### src/rtl/frame_proc_sequencer.sv
// frame_proc_sequencer: sequences the capture buffer and the image-processing core.
// On a request it waits for a clean full frame, freezes capture writes, hands
// the frame buffer read port to the processing core, starts it, and latches
// the color/figure result. Afterwards it returns the buffer to live capture
// and VGA display.
// Optional feature: define PROC_TIMEOUT_EN to build the processing watchdog
// (24-bit counter, limit TIMEOUT_CYCLES); otherwise error is tied to 0.
module frame_proc_sequencer #(
  parameter int AW             = 15,
  parameter int FRAMES_TO_SKIP = 1,
  parameter int TIMEOUT_CYCLES = 2000000
) (
  input  logic          clk,
  input  logic          rst,
  input  logic          init_procesamiento,
  input  logic          cap_frame_start,
  input  logic          cap_frame_end,
  output logic          cap_we_en,
  input  logic [AW-1:0] vga_addr,
  input  logic [AW-1:0] proc_addr,
  output logic [AW-1:0] buf_rd_addr,
  output logic          buf_sel,
  output logic          vga_blank,
  output logic          proc_start,
  input  logic          proc_done,
  input  logic [1:0]    proc_color,
  input  logic [1:0]    proc_figure,
  output logic [1:0]    color,
  output logic [1:0]    figure,
  output logic          done,
  output logic          busy,
  output logic          error
);

  typedef enum logic [2:0] {
    S_FREE, S_ARM, S_GRAB, S_FREEZE, S_PROC, S_REPORT
  } state_t;

  localparam logic [3:0] SKIP_LIMIT = 4'(FRAMES_TO_SKIP);

  state_t     state_q, state_d;
  logic [3:0] skip_q, skip_d;
  logic       init_prev_q, init_prev_d;
  logic       cap_we_en_q, cap_we_en_d;
  logic       buf_sel_q, buf_sel_d;
  logic       proc_start_q, proc_start_d;
  logic [1:0] color_q, color_d;
  logic [1:0] figure_q, figure_d;
  logic       done_q, done_d;
  logic       busy_q, busy_d;
  logic       req;

`ifdef PROC_TIMEOUT_EN
  localparam logic [23:0] TIMEOUT_LIMIT = 24'(TIMEOUT_CYCLES);
  logic [23:0] wdog_q, wdog_d;
  logic        error_q, error_d;
`endif

  // Rising edge of the request; init_prev resets high so a level held
  // through reset is not mistaken for a new request.
  assign req = init_procesamiento & ~init_prev_q;

  // Read-port mux: zero-latency, steered by the registered owner flag.
  assign buf_rd_addr = buf_sel_q ? proc_addr : vga_addr;

  // Next-state, result latching and registered-output decode.
  always_comb begin
    // NOTE: every signal assigned in this block gets a default first, so no
    // path through the case statement can leave one unassigned (no latches).
    state_d     = state_q;
    skip_d      = skip_q;
    init_prev_d = init_procesamiento;
    color_d     = color_q;
    figure_d    = figure_q;
    done_d      = done_q;
`ifdef PROC_TIMEOUT_EN
    error_d     = error_q;
    wdog_d      = '0;
`endif

    case (state_q)
      S_FREE: begin
        if (req) begin
          state_d = S_ARM;
          skip_d  = '0;
          done_d  = 1'b0;
`ifdef PROC_TIMEOUT_EN
          error_d = 1'b0;
`endif
        end
      end
      // Frame-end is ignored here: only frame starts are counted.
      S_ARM: begin
        if (cap_frame_start) begin
          if (skip_q == SKIP_LIMIT) state_d = S_GRAB;
          else                      skip_d  = skip_q + 4'd1;
        end
      end
      S_GRAB: begin
        if (cap_frame_end) state_d = S_FREEZE;
      end
      S_FREEZE: state_d = S_PROC;
      // proc_start_q is high only in the entry cycle, so a completion pulse
      // coinciding with the start is ignored.
      S_PROC: begin
        if (!proc_start_q && proc_done) begin
          color_d  = proc_color;
          figure_d = proc_figure;
          done_d   = 1'b1;
          state_d  = S_REPORT;
        end
`ifdef PROC_TIMEOUT_EN
        else if (wdog_q >= TIMEOUT_LIMIT) begin
          color_d  = 2'b00;
          figure_d = 2'b00;
          done_d   = 1'b1;
          error_d  = 1'b1;
          state_d  = S_REPORT;
        end else begin
          wdog_d = wdog_q + 24'd1;
        end
`endif
      end
      S_REPORT: state_d = S_FREE;
      default:  state_d = S_FREE;
    endcase

    // Outputs are decoded from the next state so they change together with it.
    cap_we_en_d  = !(state_d inside {S_FREEZE, S_PROC, S_REPORT});
    buf_sel_d    = !cap_we_en_d;
    busy_d       = (state_d != S_FREE);
    proc_start_d = (state_d == S_PROC) && (state_q == S_FREEZE);
  end

  // State and output registers; reset abandons any in-flight sequence.
  always_ff @(posedge clk or negedge rst) begin
    if (!rst) begin
      state_q      <= S_FREE;
      skip_q       <= '0;
      init_prev_q  <= 1'b1;
      cap_we_en_q  <= 1'b1;
      buf_sel_q    <= 1'b0;
      proc_start_q <= 1'b0;
      color_q      <= '0;
      figure_q     <= '0;
      done_q       <= 1'b0;
      busy_q       <= 1'b0;
    end else begin
      // NOTE: non-blocking assignments so every flop samples pre-edge values.
      state_q      <= state_d;
      skip_q       <= skip_d;
      init_prev_q  <= init_prev_d;
      cap_we_en_q  <= cap_we_en_d;
      buf_sel_q    <= buf_sel_d;
      proc_start_q <= proc_start_d;
      color_q      <= color_d;
      figure_q     <= figure_d;
      done_q       <= done_d;
      busy_q       <= busy_d;
    end
  end

`ifdef PROC_TIMEOUT_EN
  // Watchdog counter and error flag.
  always_ff @(posedge clk or negedge rst) begin
    if (!rst) begin
      wdog_q  <= '0;
      error_q <= 1'b0;
    end else begin
      wdog_q  <= wdog_d;
      error_q <= error_d;
    end
  end
  assign error = error_q;
`else
  assign error = 1'b0;
`endif

  assign cap_we_en  = cap_we_en_q;
  assign buf_sel    = buf_sel_q;
  assign vga_blank  = buf_sel_q;
  assign proc_start = proc_start_q;
  assign color      = color_q;
  assign figure     = figure_q;
  assign done       = done_q;
  assign busy       = busy_q;

endmodule

### config.mk
export PLATFORM = sky130hd
export DESIGN_NAME = frame_proc_sequencer
export DESIGN_NICKNAME = d
export VERILOG_FILES = /design/src/rtl/frame_proc_sequencer.sv
export SDC_FILE = /design/constraint.sdc
export NUM_CORES = 1
export LEC_CHECK = 0
export ABC_AREA = 1
export CORE_MARGIN = 2
export CORE_UTILIZATION = 35
export CTS_BUF_LIST = sky130_fd_sc_hd__clkbuf_16
export CTS_CLUSTER_DIAMETER = 200
export DETAILED_ROUTE_END_ITERATION = 12
export PLACE_DENSITY = 0.8
export SKIP_CTS_REPAIR_TIMING = 1
export SLEW_MARGIN = 5
export SYNTH_ARGS = -nofsm -noshare
export SYNTH_HDL_FRONTEND = slang
export SYNTH_SLANG_ARGS = --single-unit
### constraint.sdc
create_clock -name clk -period 1.61 [get_ports clk]
set_clock_uncertainty 0.2 [all_clocks]
set_input_delay 0.2415 -clock clk [delete_from_list [all_inputs] [get_ports clk]]
set_output_delay 0.2415 -clock clk [all_outputs]
set_load 0.1 [all_outputs]
Word-level counts from Yosys, hierarchy flattened. Cells that the tools add are included. W data, S select, Z words.

Register bits: 17. Bits of input ports: 40. Output and inout bits: 26. Logic and storage cells: 51.

Add/subtract/negate cells: 1. Eq/ne operators: 12. Multiplexer cells: 14. Bitwise gates (word level): 2. Reduce and logical (&&, ||, !) cells: 12.

Operators by type and width (number): $mux W15 (1); $mux W3 (5); $pmux W3 S5 (1); $mux W4 (3); $eq A3 B2 Y1 const B (3); $eq A3 B3 Y1 const B (3); $ne A2 B2 Y1 const B (4); $pmux W4 S2 (1); $reduce_bool A3 Y1 (2); $add A4 B1 Y4 const B (1); $eq A4 B1 Y1 const B (1); $reduce_and A4 Y1 (1); $reduce_bool A2 Y1 (2); $eq A3 B1 Y1 const B (1); $logic_not A3 Y1 (1); $reduce_and A3 Y1 (1); $logic_and A1 B1 Y1 (2); $logic_not A1 Y1 (2); $mux W1 (2); $pmux W1 S2 (1); $reduce_and A2 Y1 (1); $and A1 B1 Y1 (1); $not A1 Y1 (1).

Logic depth before layout (Yosys ltp).
Depth after elaboration: 7. Gate-level depth with buffers: 7. Gate-level depth less buffers: 7.

Least setup slack after synthesis. Ideal clock, no wire load.

Path kind: flip-flop to output port. Start: register buf_sel_q, in the netlist buf_sel. End: output buf_rd_addr[10]. Arrival: 1.922 ns. Data required time: 1.168 ns. Path slack: -0.753 ns. Cell stages (with the launch flop): 4. Buffers on the path: 2. Cell sequence: dfrtp_1 > buf_2 > buf_6 > mux2_2.

Cells in the longest elaborated chain, start to end: 1.

Ends and longest elaborated chain: start: declaration (RTL line 45) `logic buf_sel_q, buf_sel_d;`; start signal: assignment (RTL line 154) `buf_sel_q <= buf_sel_d;`; $mux W15 (RTL line 64) `assign buf_rd_addr = buf_sel_q ? proc_addr : vga_addr;`; end: declaration (RTL line 21) `output logic [AW-1:0] buf_rd_addr,`.

No other way between the ends.

Final worst setup path.
Start: register buf_sel_q, in the netlist buf_sel. End: output buf_rd_addr[5].

The elaborated chain is that of the path after synthesis.

==> reports/metrics.cfg <==
[global_route]
grt_pass1_wl_um = 4770
grt_use_met1_pct = 24.7
use_met2_pct = 32.0
grt_use_met3_pct = 4.54
grt_pass1_vias = 989
grt_overflow_total = 0
grt_max_degree = 18
busiest_layer = met2
antenna_found_initial = 0
grt_usage_pct = 19.5

[run]
maxCapViolations = 0

[layout]
num-nets-final = 223
layout-drive-gt1-share_pct = 35.6
mostFrequentLayoutCells = clkdlybuf4s50_1 (39), nand2_1 (28), buf_12 (25)
final_common_cell = clkdlybuf4s50_1
n_fill_cell = 191
fin_cells = 211
syn_to_final_growth_pct = 108
final_core_util_pct = 76.1
antenna_cells = 0

[worst_setup_path]
cp_data_arrival_time_ns = 1.40
start_kind = flop
cp-startpoint = buf_sel
worst_setup_path_end_kind = output port
crit_fanout = 8
crit_type = reg2out
r2r-start = skip_q[1]
cp.required_ns = 1.17

[outcome]
violations = negative setup slack
status = complete, but fails checks

[logic_synthesis]
ys_ff_latch = 17
synth_top_cell_area_share_pct = 37.9
ys_seq_area_share_pct = 43.2
synthTopCellsByArea = dfrtp_1 (38%), mux2_2 (17%), nand2_1 (11%), dfstp_2 (5.3%), nand3_1 (5.1%)
yosys.area.top_type = dfrtp_1
syn_nets = 152
synthFlopType = dfrtp_1
syn_inst = 110
syn_area_per_cell_um2 = 9.00
synth_warnings = 0
synth-edff-count = 0
async_flop_share_pct = 100
netlist_area_um2 = 990
synthDistinctLibCells = 21

[timing]
post-route-period-util_pct = 114
finalHoldViolCount = 0
max_freq_mhz = 544
rsz0062_at_grt = true
period_minus_slack_ns = 1.84
fin_ws_ns = -0.227
setup_violations = 17
finalMaxSlewViolations = 0

[die]
die_area_um2 = 3270
ios = 66
fp-row-count = 19
fp.dieW_um = 57.2
die_h_um = 57.2
fp.coreArea_um2 = 2710
initial_core_util_pct = 36.5

[clock_network]
path_clk_slew_ns = 0.05
cts_tree = done
ctsRootBufferMaster = clkbuf_16
cts_buffers = 3
htree_levels = 1
cts.path.max_buffers = 2
clkSinkCount = 17
insertion_delay_ns = 0.26

[drt]
drt_pass1_iterations = 5
drt-total-wl_um = 3200
wl_per_cell_um = 15.2
antenna_left = 0
vias_per_cell = 4.97
drt_iter0_drc = 23
vias = 1049
drc = 0

[place]
dp_cells = 204
port_buffers = 64
pre_cts_slack_ns = 0.00498
dp_hpwl_um = 2610
gp_congestion = 0.774

[pwr]
power_density_nw_per_um2 = 1740
ir_drop_v = 0.00165
leakagePower_nw = 0.988
power_w = 0.00358

[hold_path]
hp-class = in2async

[path summary, 6_finish.rpt]
path | cells after the start | slack, ns | endpoint
min in group clk | 1 | 0.23 | init_prev_q
min | 2 | 0.1 | figure[0]
min reg2reg | 2 | 0.34 | done
max | 3 | -0.23 | buf_rd_addr[5]
max reg2reg | 7 | 0.18 | busy
max in group asynchronous | 2 | 0.86 | cap_we_en
[per-layer routing]
layer / wire length, um / part of all wire, % / vias up
li1: - / - / 485
met1: 1290 / 40 / 486
met2: 1550 / 49 / 70
met3: 282 / 8.8 / 8
met4: 72 / 2.3 / 0
met5: 0 / 0 / -
[cells in the mapped netlist (2+ instances only)]
master   number
inv_2         3
inv_1        10
nand3_1      10
buf_4         2
nor2_1        9
nand3_4       2
nand2_2       2
dfrtp_1      15
mux2_2       15
ha_1          2
nand2_1      28
dfstp_2       2
nor2_2        2
[report_power, final]
| part | switching [W] | internal (W) |
|---|---|---|
| Clock | 0.000178 | 0.000333 |
| Combinational | 0.00146 | 0.000847 |
| Sequential | 0.000178 | 0.000584 |
[per-stage QoR]
step | setup TNS [ns] | hold WS [ns] | area, um2
6_report | -3.31 | 0.0999 | 2060
5_1_grt | -3.61 | 0.136 | 2060
4_1_cts | -3.39 | 0.116 | 2030
3_5_place_dp | 0 | 0.326 | 1950
3_3_place_gp | 0 | 0.328 | 1950
2_1_floorplan | -2.93 | -0.254 | 1040
[flip-flops by register name, summed over array words and instances, names as in the netlist]
signal and cells:
buf_sel 1, proc_start 1, done 1, state_q 3
busy 1, figure 2, init_prev_q 1, cap_we_en 1
color 2, skip_q 4
[worst max-delay path, stage by stage (launching register included)]
cell     delay, ns
dfrtp_4       0.49
buf_6         0.16
mux2_4        0.32
buf_12        0.17
[cell families after synthesis]
logic type	after synthesis	share of synthesized area [%]
AO/OA/AOI/OAI	1	0.505
XOR/XNOR	1	0.885
adder cells (fa/ha/maj)	2	2.53
buffers and inverters	17	8.09
flip-flops	17	43.2
multiplexers	15	17.1
other	1	0.379
AND/OR/NAND/NOR	56	27.3
[layout make-up]
cell class	count	area, um2	area share, %
repair buffers	70	943	45.7
well taps	31	38.8	1.88
clock buffers	3	75.1	3.64
clock inverters	1	5.00	0.243
multi-input cells	76	519	25.2
inverters	13	48.8	2.37
flip-flops and latches	17	433	21.0
Note: power is estimated with default switching activity, not from simulation.
==> patch: new RTL, same settings <==
The output `cap_we_en` loses its register stage (`cap_we_en_q` becomes a continuous assignment).
--- a/src/rtl/frame_proc_sequencer.sv
+++ b/src/rtl/frame_proc_sequencer.sv
@@ -138,7 +138,6 @@
       state_q      <= S_FREE;
       skip_q       <= '0;
       init_prev_q  <= 1'b1;
-      cap_we_en_q  <= 1'b1;
       buf_sel_q    <= 1'b0;
       proc_start_q <= 1'b0;
       color_q      <= '0;
@@ -150,7 +149,6 @@
       state_q      <= state_d;
       skip_q       <= skip_d;
       init_prev_q  <= init_prev_d;
-      cap_we_en_q  <= cap_we_en_d;
       buf_sel_q    <= buf_sel_d;
       proc_start_q <= proc_start_d;
       color_q      <= color_d;
@@ -159,6 +157,8 @@
       busy_q       <= busy_d;
     end
   end
+
+  assign cap_we_en_q = cap_we_en_d;
 
 `ifdef PROC_TIMEOUT_EN
   // Watchdog counter and error flag.
Function: changed (Yosys sat finds a counterexample within 10 cycles, from zero or initial values and one cycle with rst low).
==> patch against the original RTL <==
- the flow still finishes with violations (setup timing)
- largest cell class unchanged
- critical path depth unchanged
- power grew 40%
- sequential cell count shrank 1
- via count did not move
- worst setup slack got worse by 36 ps
- area after synthesis is 2.1% lower
- routed wire length grew 8.9%
- final area up 3.4%
- critical path type unchanged
- highest routed layer unchanged
==> patch: results <==
logic_synthesis:
  synth_mux_area_share_pct: 17.4
  synth_area_leaders: "sky130_fd_sc_hd__dfrtp_1 (39%), sky130_fd_sc_hd__mux2_2 (17%), sky130_fd_sc_hd__nand2_1 (11%)"
  synth_compound_gate_area_share_pct: 3.62
  synth_fp_nets: 151
  synthTopCellsByCount: "sky130_fd_sc_hd__nand2_1 (28), sky130_fd_sc_hd__dfrtp_1 (15), sky130_fd_sc_hd__mux2_2 (15), sky130_fd_sc_hd__inv_1 (11), sky130_fd_sc_hd__nand3_1 (9)"
  synthesis.area_per_instance_um2: 8.88
  synthXorXnorAreaFrac_pct: 0
  synth_fa_ha_area_share_pct: 2.58
placement:
  dpl_hpwl_um: 2800
  dpl_worst_slack_ps: -28.2
  globalplace.congestion: 0.852
  dpl-instance-area_um2: 1950
detailed_routing:
  detail_route.wirelength_um: 3480
  drtIter0Drc: 14
  per_cell_via_count_in_the_routed_design: 4.77
  drt_pre_antenna_iters: 4
timing:
  timing.final.ws_setup_ps: -263
  timing.final.setup_violations: 17
run_status:
  violations: "setup timing"
  run_status: "finished with violations"
final_layout:
  drive_above_1_share_pct: 42.3
  finalNonFillerCells: 220
  num-nets-final: 232
  fill_cells: 147
power_and_ir_drop:
  p_int_mw: 2.37
  p_leak_nw: 1.02
  vdd_ir_drop_max_v: 0.00180
  seq_power_share_pct: 15.0
  clockNetworkPower_uw: 476
  power_frac_clock_pct: 9.5
setup_path:
  cp_data_arrival_time_ps: 1430
global_routing:
  global_route_wire_length_before_repair_um: 4930
==> patch: cell types whose count changed in the layout (fill, tap and decap cells not counted), moves of 2 or more <==
cell	delta
sky130_fd_sc_hd__dfrtp_2	+2
sky130_fd_sc_hd__dfrtp_1	-2
sky130_fd_sc_hd__nand3_4	-2
sky130_fd_sc_hd__buf_4	+10
sky130_fd_sc_hd__nor2_1	-3
sky130_fd_sc_hd__inv_2	-2
sky130_fd_sc_hd__o21ai_2	+4
==> patch: per-layer routing <==
layer	up-vias	share of wire [%]	GRT usage [%]
li1	507	-	-
met1	481	38	21.5
met2	53	53	39.0
met3	8	6.7	4.84
met4	0	2.6	9.18
met5	-	0	0
==> patch: layout make-up <==
type / count / area share, %
repair buffers: 80 / 47.7
multi-input cells: 76 / 25.0
flip-flops and latches: 16 / 19.2
clock buffers: 3 / 3.52
inverters: 13 / 2.52
well taps: 31 / 1.82
clock inverters: 1 / 0.176
==> patch: kinds of logic after synthesis <==
logic type,Yosys count
AO/OA/AOI/OAI,4
adder cells (fa/ha/maj),2
buffers and inverters,17
flip-flops,16
multiplexers,15
other,1
AND/OR/NAND/NOR,54
==> patch: final timing paths <==
path	from	endpoint	slack [ps]	cells after the start
max in group asynchronous	rst	buf_sel	720	2
min in group clk	init_procesamiento	init_prev_q	240	1
worst min-delay path	rst	skip_q[2]	30	1
worst max-delay path	buf_sel	buf_rd_addr[7]	-260	3
worst min register to register	skip_q[3]	skip_q[3]	340	2
worst max register to register	state_q[0]	busy	70	8
==> patch: worst max-delay path, stage by stage (launching register included) <==
cell,delay (ps)
sky130_fd_sc_hd__dfrtp_4,530
sky130_fd_sc_hd__buf_4,160
sky130_fd_sc_hd__mux2_4,320
sky130_fd_sc_hd__buf_12,170
